[src/rtl/anc_tx_sync_ctrl.sv]
// Anchor-side transmit sequencer: sync pattern on the front-panel GPIO,
// idle gap, then NSYMB tone symbols of NSIG samples as phase words for the DDS.
// Optional feature macro: ANC_TX_REPEAT_EN adds the repeat_frame input, which
// chains the next frame straight into SYNC without an IDLE cycle.
//
// state  | meaning
// IDLE   | waiting for start, outputs at idle values
// SYNC   | driving SYNC_PATTERN on fp_gpio_out for SYNC_SIG_N cycles
// GAP    | GPIO low for GAP_N cycles
// TX     | streaming ph/ph_inc, NSIG samples per symbol, NSYMB symbols
module anc_tx_sync_ctrl #(
  parameter int unsigned PHASE_WIDTH = 24,
  parameter int unsigned NSYMB_WIDTH = 16,
  parameter int unsigned REG_WIDTH   = 12,
  parameter int unsigned NSIG        = 1024,
  parameter int unsigned NSYMB       = 16,
  parameter int unsigned SYNC_SIG_N  = 32678,
  parameter int unsigned GAP_N       = 256,
  parameter logic [REG_WIDTH-1:0]   SYNC_PATTERN = 12'h044,
  parameter logic [PHASE_WIDTH-1:0] PH_INC_BASE  = 24'h001000,
  parameter logic [PHASE_WIDTH-1:0] PH_INC_STEP  = 24'h000400
) (
  input  logic                   clk,
  input  logic                   reset,
  input  logic                   start,
  input  logic                   abort,
`ifdef ANC_TX_REPEAT_EN
  input  logic                   repeat_frame,
`endif
  output logic [REG_WIDTH-1:0]   fp_gpio_out,
  output logic [REG_WIDTH-1:0]   fp_gpio_ddr,
  output logic [1:0]             tx_state,
  output logic                   tx_valid,
  output logic [PHASE_WIDTH-1:0] ph,
  output logic [PHASE_WIDTH-1:0] ph_inc,
  output logic [NSYMB_WIDTH-1:0] symbN,
  output logic                   done
);

  typedef enum logic [1:0] {
    S_IDLE = 2'd0,
    S_SYNC = 2'd1,
    S_GAP  = 2'd2,
    S_TX   = 2'd3
  } state_t;

  state_t                 state_q, state_d;
  logic [31:0]            cnt_q, cnt_d;
  logic [REG_WIDTH-1:0]   gout_q, gout_d;
  logic                   valid_q, valid_d;
  logic [PHASE_WIDTH-1:0] ph_q, ph_d;
  logic [PHASE_WIDTH-1:0] inc_q, inc_d;
  logic [NSYMB_WIDTH-1:0] symb_q, symb_d;
  logic                   done_q, done_d;
  logic                   rep_req;

`ifdef ANC_TX_REPEAT_EN
  assign rep_req = repeat_frame;
`else
  assign rep_req = 1'b0;
`endif

  // Register every output; the direction word latches the pattern on the first clock.
  always_ff @(posedge clk or posedge reset) begin
    if (reset) begin
      state_q     <= S_IDLE;
      cnt_q       <= '0;
      gout_q      <= '0;
      valid_q     <= 1'b0;
      ph_q        <= '0;
      inc_q       <= '0;
      symb_q      <= '0;
      done_q      <= 1'b0;
      fp_gpio_ddr <= '0;
    end else begin
      state_q     <= state_d;
      cnt_q       <= cnt_d;
      gout_q      <= gout_d;
      valid_q     <= valid_d;
      ph_q        <= ph_d;
      inc_q       <= inc_d;
      symb_q      <= symb_d;
      done_q      <= done_d;
      fp_gpio_ddr <= SYNC_PATTERN;
    end
  end

  // Next-state and next-output logic; cnt is a down-counter reloaded on each phase/symbol.
  always_comb begin
    state_d = state_q;
    cnt_d   = cnt_q;
    gout_d  = gout_q;
    valid_d = valid_q;
    ph_d    = ph_q;
    inc_d   = inc_q;
    symb_d  = symb_q;
    done_d  = 1'b0;
    if (abort) begin
      state_d = S_IDLE;
      cnt_d   = '0;
      gout_d  = '0;
      valid_d = 1'b0;
      ph_d    = '0;
      inc_d   = '0;
      symb_d  = '0;
    end else begin
      case (state_q)
        S_IDLE: begin
          if (start) begin
            state_d = S_SYNC;
            cnt_d   = SYNC_SIG_N - 1;
            gout_d  = SYNC_PATTERN;
          end
        end
        S_SYNC: begin
          if (cnt_q == '0) begin
            state_d = S_GAP;
            cnt_d   = GAP_N - 1;
            gout_d  = '0;
          end else begin
            cnt_d = cnt_q - 32'd1;
          end
        end
        S_GAP: begin
          if (cnt_q == '0) begin
            state_d = S_TX;
            cnt_d   = NSIG - 1;
            valid_d = 1'b1;
            ph_d    = '0;
            inc_d   = PH_INC_BASE;
            symb_d  = '0;
          end else begin
            cnt_d = cnt_q - 32'd1;
          end
        end
        S_TX: begin
          ph_d = ph_q + inc_q;
          if (cnt_q == '0) begin
            if (symb_q == NSYMB_WIDTH'(NSYMB - 1)) begin
              done_d  = 1'b1;
              valid_d = 1'b0;
              ph_d    = '0;
              inc_d   = '0;
              symb_d  = '0;
              if (rep_req) begin
                state_d = S_SYNC;
                cnt_d   = SYNC_SIG_N - 1;
                gout_d  = SYNC_PATTERN;
              end else begin
                state_d = S_IDLE;
                cnt_d   = '0;
              end
            end else begin
              symb_d = symb_q + NSYMB_WIDTH'(1);
              ph_d   = '0;
              inc_d  = inc_q + PH_INC_STEP;
              cnt_d  = NSIG - 1;
            end
          end else begin
            cnt_d = cnt_q - 32'd1;
          end
        end
        default: state_d = S_IDLE;
      endcase
    end
  end

  assign tx_state    = state_q;
  assign fp_gpio_out = gout_q;
  assign tx_valid    = valid_q;
  assign ph          = ph_q;
  assign ph_inc      = inc_q;
  assign symbN       = symb_q;
  assign done        = done_q;

endmodule

[config.mk]
export PLATFORM = sky130hd
export DESIGN_NAME = anc_tx_sync_ctrl
export DESIGN_NICKNAME = d
export VERILOG_FILES = /design/src/rtl/anc_tx_sync_ctrl.sv
export SDC_FILE = /design/constraint.sdc
export NUM_CORES = 1
export LEC_CHECK = 0
export CAP_MARGIN = 20
export CORE_ASPECT_RATIO = 0.8
export CORE_UTILIZATION = 54
export CTS_CLUSTER_DIAMETER = 30
export DETAILED_ROUTE_END_ITERATION = 8
export PLACE_DENSITY = 0.86
export REMOVE_ABC_BUFFERS = 1
export SLEW_MARGIN = 20
export SYNTH_ARGS = -nofsm -noshare
export SYNTH_HDL_FRONTEND = slang
export SYNTH_SLANG_ARGS = --single-unit
[constraint.sdc]
create_clock -name clk -period 3.1 [get_ports clk]
set_input_delay 0.31 -clock clk [delete_from_list [all_inputs] [get_ports clk]]
set_output_delay 0.31 -clock clk [all_outputs]
set_load 0.01 [all_outputs]
==> results.md, run 1 <==
* Most frequent cells in the layout: dfrtp_1, nor2_1, clkdlybuf4s50_1
* Dpl hpwl at 10,100 um
* Clock Path Buffers at 2
* Max cap viols at 0
* CTS resizes at 0
* Relative slew margins at about 40%
* Setup tns final at 0 ps
* DR WL/cell at approximately 17 um
* Fmax at approximately 370 MHz
* Commonest non-fill, non-tap cell in the layout: dfrtp_1
* Met3 Use GR at about 5.4%
* Multi-input combinational cell area at slightly above 3000 um^2
* Synth Cell Area at between 5000 and 6000 um^2
* Final ANT Viol Nets at 0
* YS warnings at 0
* Placed insts at just over 800
* Final setup fails at 0
* Top cell type's share of synthesized area at 40.6%
* RePlAce Congestion at between 0.9 and 1
* Ports at 96
* R2R depth at 8
* Largest net degree at the start of global routing at 46
* Mean post-synth cell area at 9.02 um^2
* Cell Pwr Density at between 500 and 600 nW/um^2
* Critical path fanouts, max at 9
* R2R setup slack at 370 ps
* Clock Tree Root: clkbuf_16
* Critical Path AT at 2960 ps
* Max IR drop VDD at 0.000580 V
* Layout cells sized above 1 at 8.14%
* Largest cells by area after synthesis: dfrtp_1, o21ai_0, ha_1
* RSZ-0062 raised after global routing: false
* GR Util met2 at between 40% and 50%
* DRC viols at 0
* # hold bufs at CTS at 0
* Clock transition at path regs at about 60 ps
* Layout area overhead at 17.6%
* Clk_lat worst skew at approximately 340 ps
* Final std cells w/o fill at between 800 and 900
* Die Ht at between 90 and 100 um
* Status: finished, final reports clean
* Initial DRC Count at between 300 and 400
* Fill count at about 850
* Initial core utilization at a little under three fifths
* Main flop type after synthesis: dfrtp_1
* Core ar. at about 10,000 um^2
* Crit Path Class: flop to flop
* Crit end category: flop
* Drt pass-1 iters at 5
* Reg-to-Reg Start: ph_inc[12]$_DFFE_PP0P_
* Busiest layer in global routing: met2
* Synth async-reset ratio at between 90% and 100%
* Capture point of the worst reg-to-reg path: ph[23]$_DFFE_PP0P_
* Yosys top cell by area: dfrtp_1
* Total Wirelength at between 10,000 and 15,000 um
* Vias post-DR at ~5k
* Die X at between 100 and 150 um
* Vias in the first global route at 4,765
* Number of flops mapped to enable cells by yosys at 0
* GRT Util Overall at a little over a quarter
* Port Buffers at 65
* Gr ovfl total at 0
* Rows at 33
* Fin. Hold Viols at 0
* Worst-margin pin slew at 899 ps
* Distinct cell type count after synthesis at 59
* Startpoint types: flop
* Sink Count at just over 90
* Leakage at between 3 and 4 nW
* #FFs+latches synth at 92
* Sequential cell area at around 2300 um^2
* Diodes inserted at 0
* Pre-CTS setup slack at 413 ps
* Initial antenna violation count at 0
* Post-CTS setup buffer count at 0
* Nets at 723
* Worst setup margin at approximately 370 ps
* Min cycle time layout at approximately 2700 ps
* CTS H-tree depth at 3
* Min-Delay Path Class: input port to asynchronous set/reset pin
* Syn Inst Count at 628
* DIE AREA at about 11,000 um^2
* CTS tree: done
* Crit path required time at roughly 3300 ps
* Skew final at ~8 ps
* Drt via density at 5.98
* First-pass GRT wire length at between 20,000 and 25,000 um
* Sequential area share after synthesis at between 40% and 50%
* Fin crit share at between 80 and 90%
* GR Util met1 at 37.8%
* Cts bufs inserted at 9
* Max Slew Vio Count at 0
-- worst max path at each step --
stage / cells after the start / from / end
global route: 9 / cnt_q[0]$_DFFE_PP0P_ / cnt_q[9]$_DFFE_PP0P_
floorplan: 9 / cnt_q[0]$_DFFE_PP0P_ / symbN[14]$_DFFE_PP0P_
global placement: 9 / cnt_q[0]$_DFFE_PP0P_ / cnt_q[8]$_DFFE_PP0P_
CTS: 9 / cnt_q[0]$_DFFE_PP0P_ / cnt_q[8]$_DFFE_PP0P_
detailed placement: 9 / cnt_q[0]$_DFFE_PP0P_ / cnt_q[8]$_DFFE_PP0P_
finish: 8 / ph_inc[12]$_DFFE_PP0P_ / ph[23]$_DFFE_PP0P_
-- routing by layer --
layer  up-vias  wire length [um]  share of wire [%]
li1       2338                 -                  -
met2       226              6650                 47
met3        16               921                6.5
met4         0               105               0.75
met1      2441              6390                 45
met5         -                 0                  0
-- cells in the mapped netlist (5+ instances only) --
cell type,n
a21o_1,11
a21oi_1,37
a22o_1,13
and2_1,6
and3_1,12
buf_4,35
clkbuf_1,15
dfrtp_1,92
ha_1,23
inv_1,8
nand2_1,40
nand3_1,20
nand4_1,19
nor2_1,65
nor2_2,5
nor2b_1,6
nor3_1,20
nor4_1,11
o21ai_0,63
o31ai_1,7
or2_2,5
or3_1,11
or4_1,5
xnor2_1,18
xor2_1,21
-- power by group --
part	switching [mW]	internal, mW	leakage [nW]
Clock	0.451	0.535	0.124
Combinational	0.881	0.550	1.64
Sequential	0.123	1.30	1.27
Total	1.45	2.39	3.03
-- stage by stage --
| step | total power [mW] | cell area [um^2] | hold WS [ps] | util (%) |
|---|---|---|---|---|
| finish | 3.84 | 6660 | 258 | 65.0 |
| global route | 4.09 | 6660 | 288 | 65.0 |
| global placement | 2.81 | 6400 | 465 | 62.5 |
| floorplan | 2.41 | 5410 | 373 | - |
| CTS | 3.83 | 6660 | 266 | 65.0 |
| detailed placement | 2.85 | 6400 | 478 | 62.5 |
-- critical path: stages (launching register included) --
cell      delay, ps
dfrtp_1         570
ha_1            370
and3_1          210
a221oi_1        570
o211a_1         290
o31ai_1         110
xnor2_1         150
a21o_1          190
a21o_1          160
-- cell families after synthesis --
group,Yosys count,share of synthesized area [%]
simple gates,244,22.9
other cells,2,0.133
compound gates,161,17.8
mux,2,0.353
fa+ha+maj,23,5.08
buf+inv,65,7.09
xor+xnor,39,6.03
flops,92,40.6
-- state kept, by name (all words and copies together) (netlist names) --
register	count
ph	24
tx_state	2
fp_gpio_ddr	1
tx_valid	1
ph_inc	14
fp_gpio_out	1
cnt_q	32
done	1
symbN	16
-- final cells by class --
class,count,area share [%]
clock buffers,10,3.44
clock inverters,5,0.451
inverters,8,0.470
multi-input cells,501,46.2
flip-flops and latches,92,34.6
well taps,140,2.63
repair buffers,84,12.3
(Power assumes the default switching activity.)
==> inputs of run 2 (changes only) <==
--- a/config.mk
+++ b/config.mk
@@ -7,12 +7,11 @@
 export LEC_CHECK = 0
 export CAP_MARGIN = 20
 export CORE_ASPECT_RATIO = 0.8
-export CORE_UTILIZATION = 54
+export CORE_UTILIZATION = 40
 export CTS_CLUSTER_DIAMETER = 30
 export DETAILED_ROUTE_END_ITERATION = 8
-export PLACE_DENSITY = 0.86
+export PLACE_DENSITY = 0.68
 export REMOVE_ABC_BUFFERS = 1
-export SLEW_MARGIN = 20
 export SYNTH_ARGS = -nofsm -noshare
 export SYNTH_HDL_FRONTEND = slang
 export SYNTH_SLANG_ARGS = --single-unit
==> run 2 against run 1 <==
  * Flip-flop and latch count did not move
  * Sequential power about the same
  * Via count down 1.3%
  * First-iteration DRC count decreased by 6.2%
  * Design area grew 0.66%
  * Worst hold slack improved by 150 ps
  * Die area rose by 34%
  * Clock power up 5%
  * Combinational power hardly changed
  * Count of clock-buffer cells in the layout up 1
==> results.md, run 2 (same netlist as run 1, synthesis figures left out) <==
* Skew final at 7.83 ps (was 7.99 ps)
* Fin crit share at 89.2% (was 88.0%)
* DR WL/cell at 16.0 um (was 16.7 um)
* Drt via density at 5.63 (was 5.98)
* Max FFs per register at 32 (unchanged)
* Gr ovfl total at 0 (unchanged)
* Dpl hpwl at 9990 um (was 10,100 um)
* Most frequent cells in the layout: dfrtp_1, nor2_1, clkdlybuf4s50_1 (unchanged)
* RePlAce Congestion at 0.885 (was 0.923)
* Final ANT Viol Nets at 0 (unchanged)
* Port Buffers at 65 (unchanged)
* Final setup fails at 0 (unchanged)
* Diodes inserted at 0 (unchanged)
* CTS resizes at 0 (unchanged)
* Sink Count at 92 (unchanged)
* DIE AREA at 14,600 um^2 (was 10,900 um^2)
* Cell Pwr Density at 579 nW/um^2 (was 577 nW/um^2)
* Fill count at 1,272 (was 847)
* Rows at 38 (was 33)
* Critical path fanouts, max at 15 (was 9)
* Max cap viols at 0 (unchanged)
* GRT Util Overall at 20.1% (was 27.4%)
* Multi-input combinational cell area at 3070 um^2 (unchanged)
* Crit end category: flop (unchanged)
* Max IR drop VDD at 0.000427 V (was 0.000580 V)
* Tot Pwr at 3.88 mW (was 3.84 mW)
* Fmax at 362 MHz (was 367 MHz)
* Sequential cell area at 2300 um^2 (unchanged)
* Initial antenna violation count at 0 (unchanged)
* Drt pass-1 iters at 7 (was 5)
* R2R depth at 10 (was 8)
* Vias in the first global route at 4,694 (was 4,765)
* Commonest non-fill, non-tap cell in the layout: dfrtp_1 (unchanged)
* Core ar. at 13,700 um^2 (was 10,200 um^2)
* Clock transition at path regs at 70 ps (was 60 ps)
* Relative slew margins at 31.8% (was 39.9%)
* Largest net degree at the start of global routing at 42 (was 46)
* Fin. Hold Viols at 0 (unchanged)
* Post-CTS setup buffer count at 0 (unchanged)
* Setup tns final at 0 ps (unchanged)
* Die X at 135 um (was 117 um)
* CTS tree: done (unchanged)
* Clock Tree Root: clkbuf_16 (unchanged)
* First-pass GRT wire length at 23,500 um (was 23,300 um)
* Reg with most FFs: cnt_q (unchanged)
* Leakage at 3.04 nW (was 3.03 nW)
* Clk_lat worst skew at 340 ps (about the same)
* Crit path required time at 3360 ps (was 3330 ps)
* Nets at 723 (unchanged)
* Critical Path AT at 3030 ps (was 2960 ps)
* Min-Delay Path Class: input port to asynchronous set/reset pin (unchanged)
* Crit Path Class: flop to flop (unchanged)
* Clock Path Buffers at 2 (unchanged)
* Layout area overhead at 18.3% (was 17.6%)
* Initial DRC Count at 365 (was 389)
* Status: finished, final reports clean (unchanged)
* Min cycle time layout at 2760 ps (was 2730 ps)
* # hold bufs at CTS at 0 (unchanged)
* Initial core utilization at 41.4% (was 55.3%)
* Ports at 96 (unchanged)
* Cts bufs inserted at 9 (unchanged)
* Layout cells sized above 1 at 8.27% (was 8.14%)
* Max Slew Vio Count at 0 (unchanged)
* Startpoint types: flop (unchanged)
* Die Ht at 108 um (was 93.6 um)
* Total Wirelength at 14,100 um (about the same)
* Vias post-DR at 4,957 (was 5,021)
* CTS H-tree depth at 3 (unchanged)
* RSZ-0062 raised after global routing: false (unchanged)
* DRC viols at 0 (unchanged)
* Worst-margin pin slew at 1020 ps (was 899 ps)
[run 2: cell count changes in the layout (fill, tap and decap cells not counted), sizes merged]
cell / change
clkinvlp: -1
clkbuf: +1
inv: +1
[run 2: per-layer routing]
layer	GRT usage (%)	part of all wire (%)	vias up
met5	0	0	-
met4	4.82	0.95	0
met3	3.80	6.7	14
met2	31.8	46	211
met1	28.2	46	2393
li1	-	-	2339
[run 2: cell type report]
cell class / instances / share of cell area (%)
Multi-Input combinational cell: 501 / 45.9
Clock inverter: 5 / 0.523
Sequential cell: 92 / 34.3
Tap cell: 180 / 3.36
Clock buffer: 11 / 3.62
Timing Repair Buffer: 84 / 11.8
Inverter: 8 / 0.467
[run 2: per-stage QoR]
stage | setup slack [ps] | hold slack [ps] | util [%] | area, um^2 | instances
after floorplan | 294 | 373 | - | 5410 | 601
after global placement | 430 | 466 | 46.9 | 6430 | 865
after detailed placement | 408 | 465 | 46.9 | 6430 | 865
after CTS | 367 | 426 | 49.0 | 6700 | 881
after global routing | 78.1 | 487 | 49.0 | 6700 | 881
final | 336 | 403 | 49.0 | 6700 | 881
[run 2: path summary, 6_finish.rpt]
check | from | endpoint | slack (ps)
min in group clk | cnt_q[30]$_DFFE_PP0P_ | cnt_q[30]$_DFFE_PP0P_ | 490
setup reg to reg | cnt_q[0]$_DFFE_PP0P_ | ph_inc[17]$_DFFE_PP0P_ | 340
hold / removal | reset | cnt_q[26]$_DFFE_PP0P_ | 400
setup / recovery | cnt_q[0]$_DFFE_PP0P_ | ph_inc[17]$_DFFE_PP0P_ | 340
max in group asynchronous | reset | ph_inc[12]$_DFFE_PP0P_ | 1890
hold reg to reg | cnt_q[30]$_DFFE_PP0P_ | cnt_q[30]$_DFFE_PP0P_ | 490
[run 2: worst max-delay path, stage by stage (launching register included)]
cell	delay [ps]
dfrtp_1	420
inv_1	110
ha_1	140
or4b_1	460
nor3_1	250
and4_1	320
a21oi_1	330
buf_4	290
nor3_1	180
a21oi_1	50
o21ai_0	140
[run 2: power breakdown]
part	switching [mW]	leakage [nW]	internal, mW
logic	0.870	1.63	0.548
registers	0.121	1.27	1.30
clock network	0.474	0.136	0.568
==> inputs of run 3 (changes only) <==
==> constraint.sdc (replaced) <==
create_clock -name clk -period 3.1 [get_ports clk]
set_input_delay 0.31 -clock clk [delete_from_list [all_inputs] [get_ports clk]]
set_output_delay 0.31 -clock clk [all_outputs]
set_load 0.02 [all_outputs]
==> results of run 3 <==
Same layout as run 2 (identical final DEF). Status: finished, final reports clean.
Among the figures that moved: total power 3.88 mW -> 3.92 mW; worst IR drop on VDD 0.000427 V -> 0.000443 V
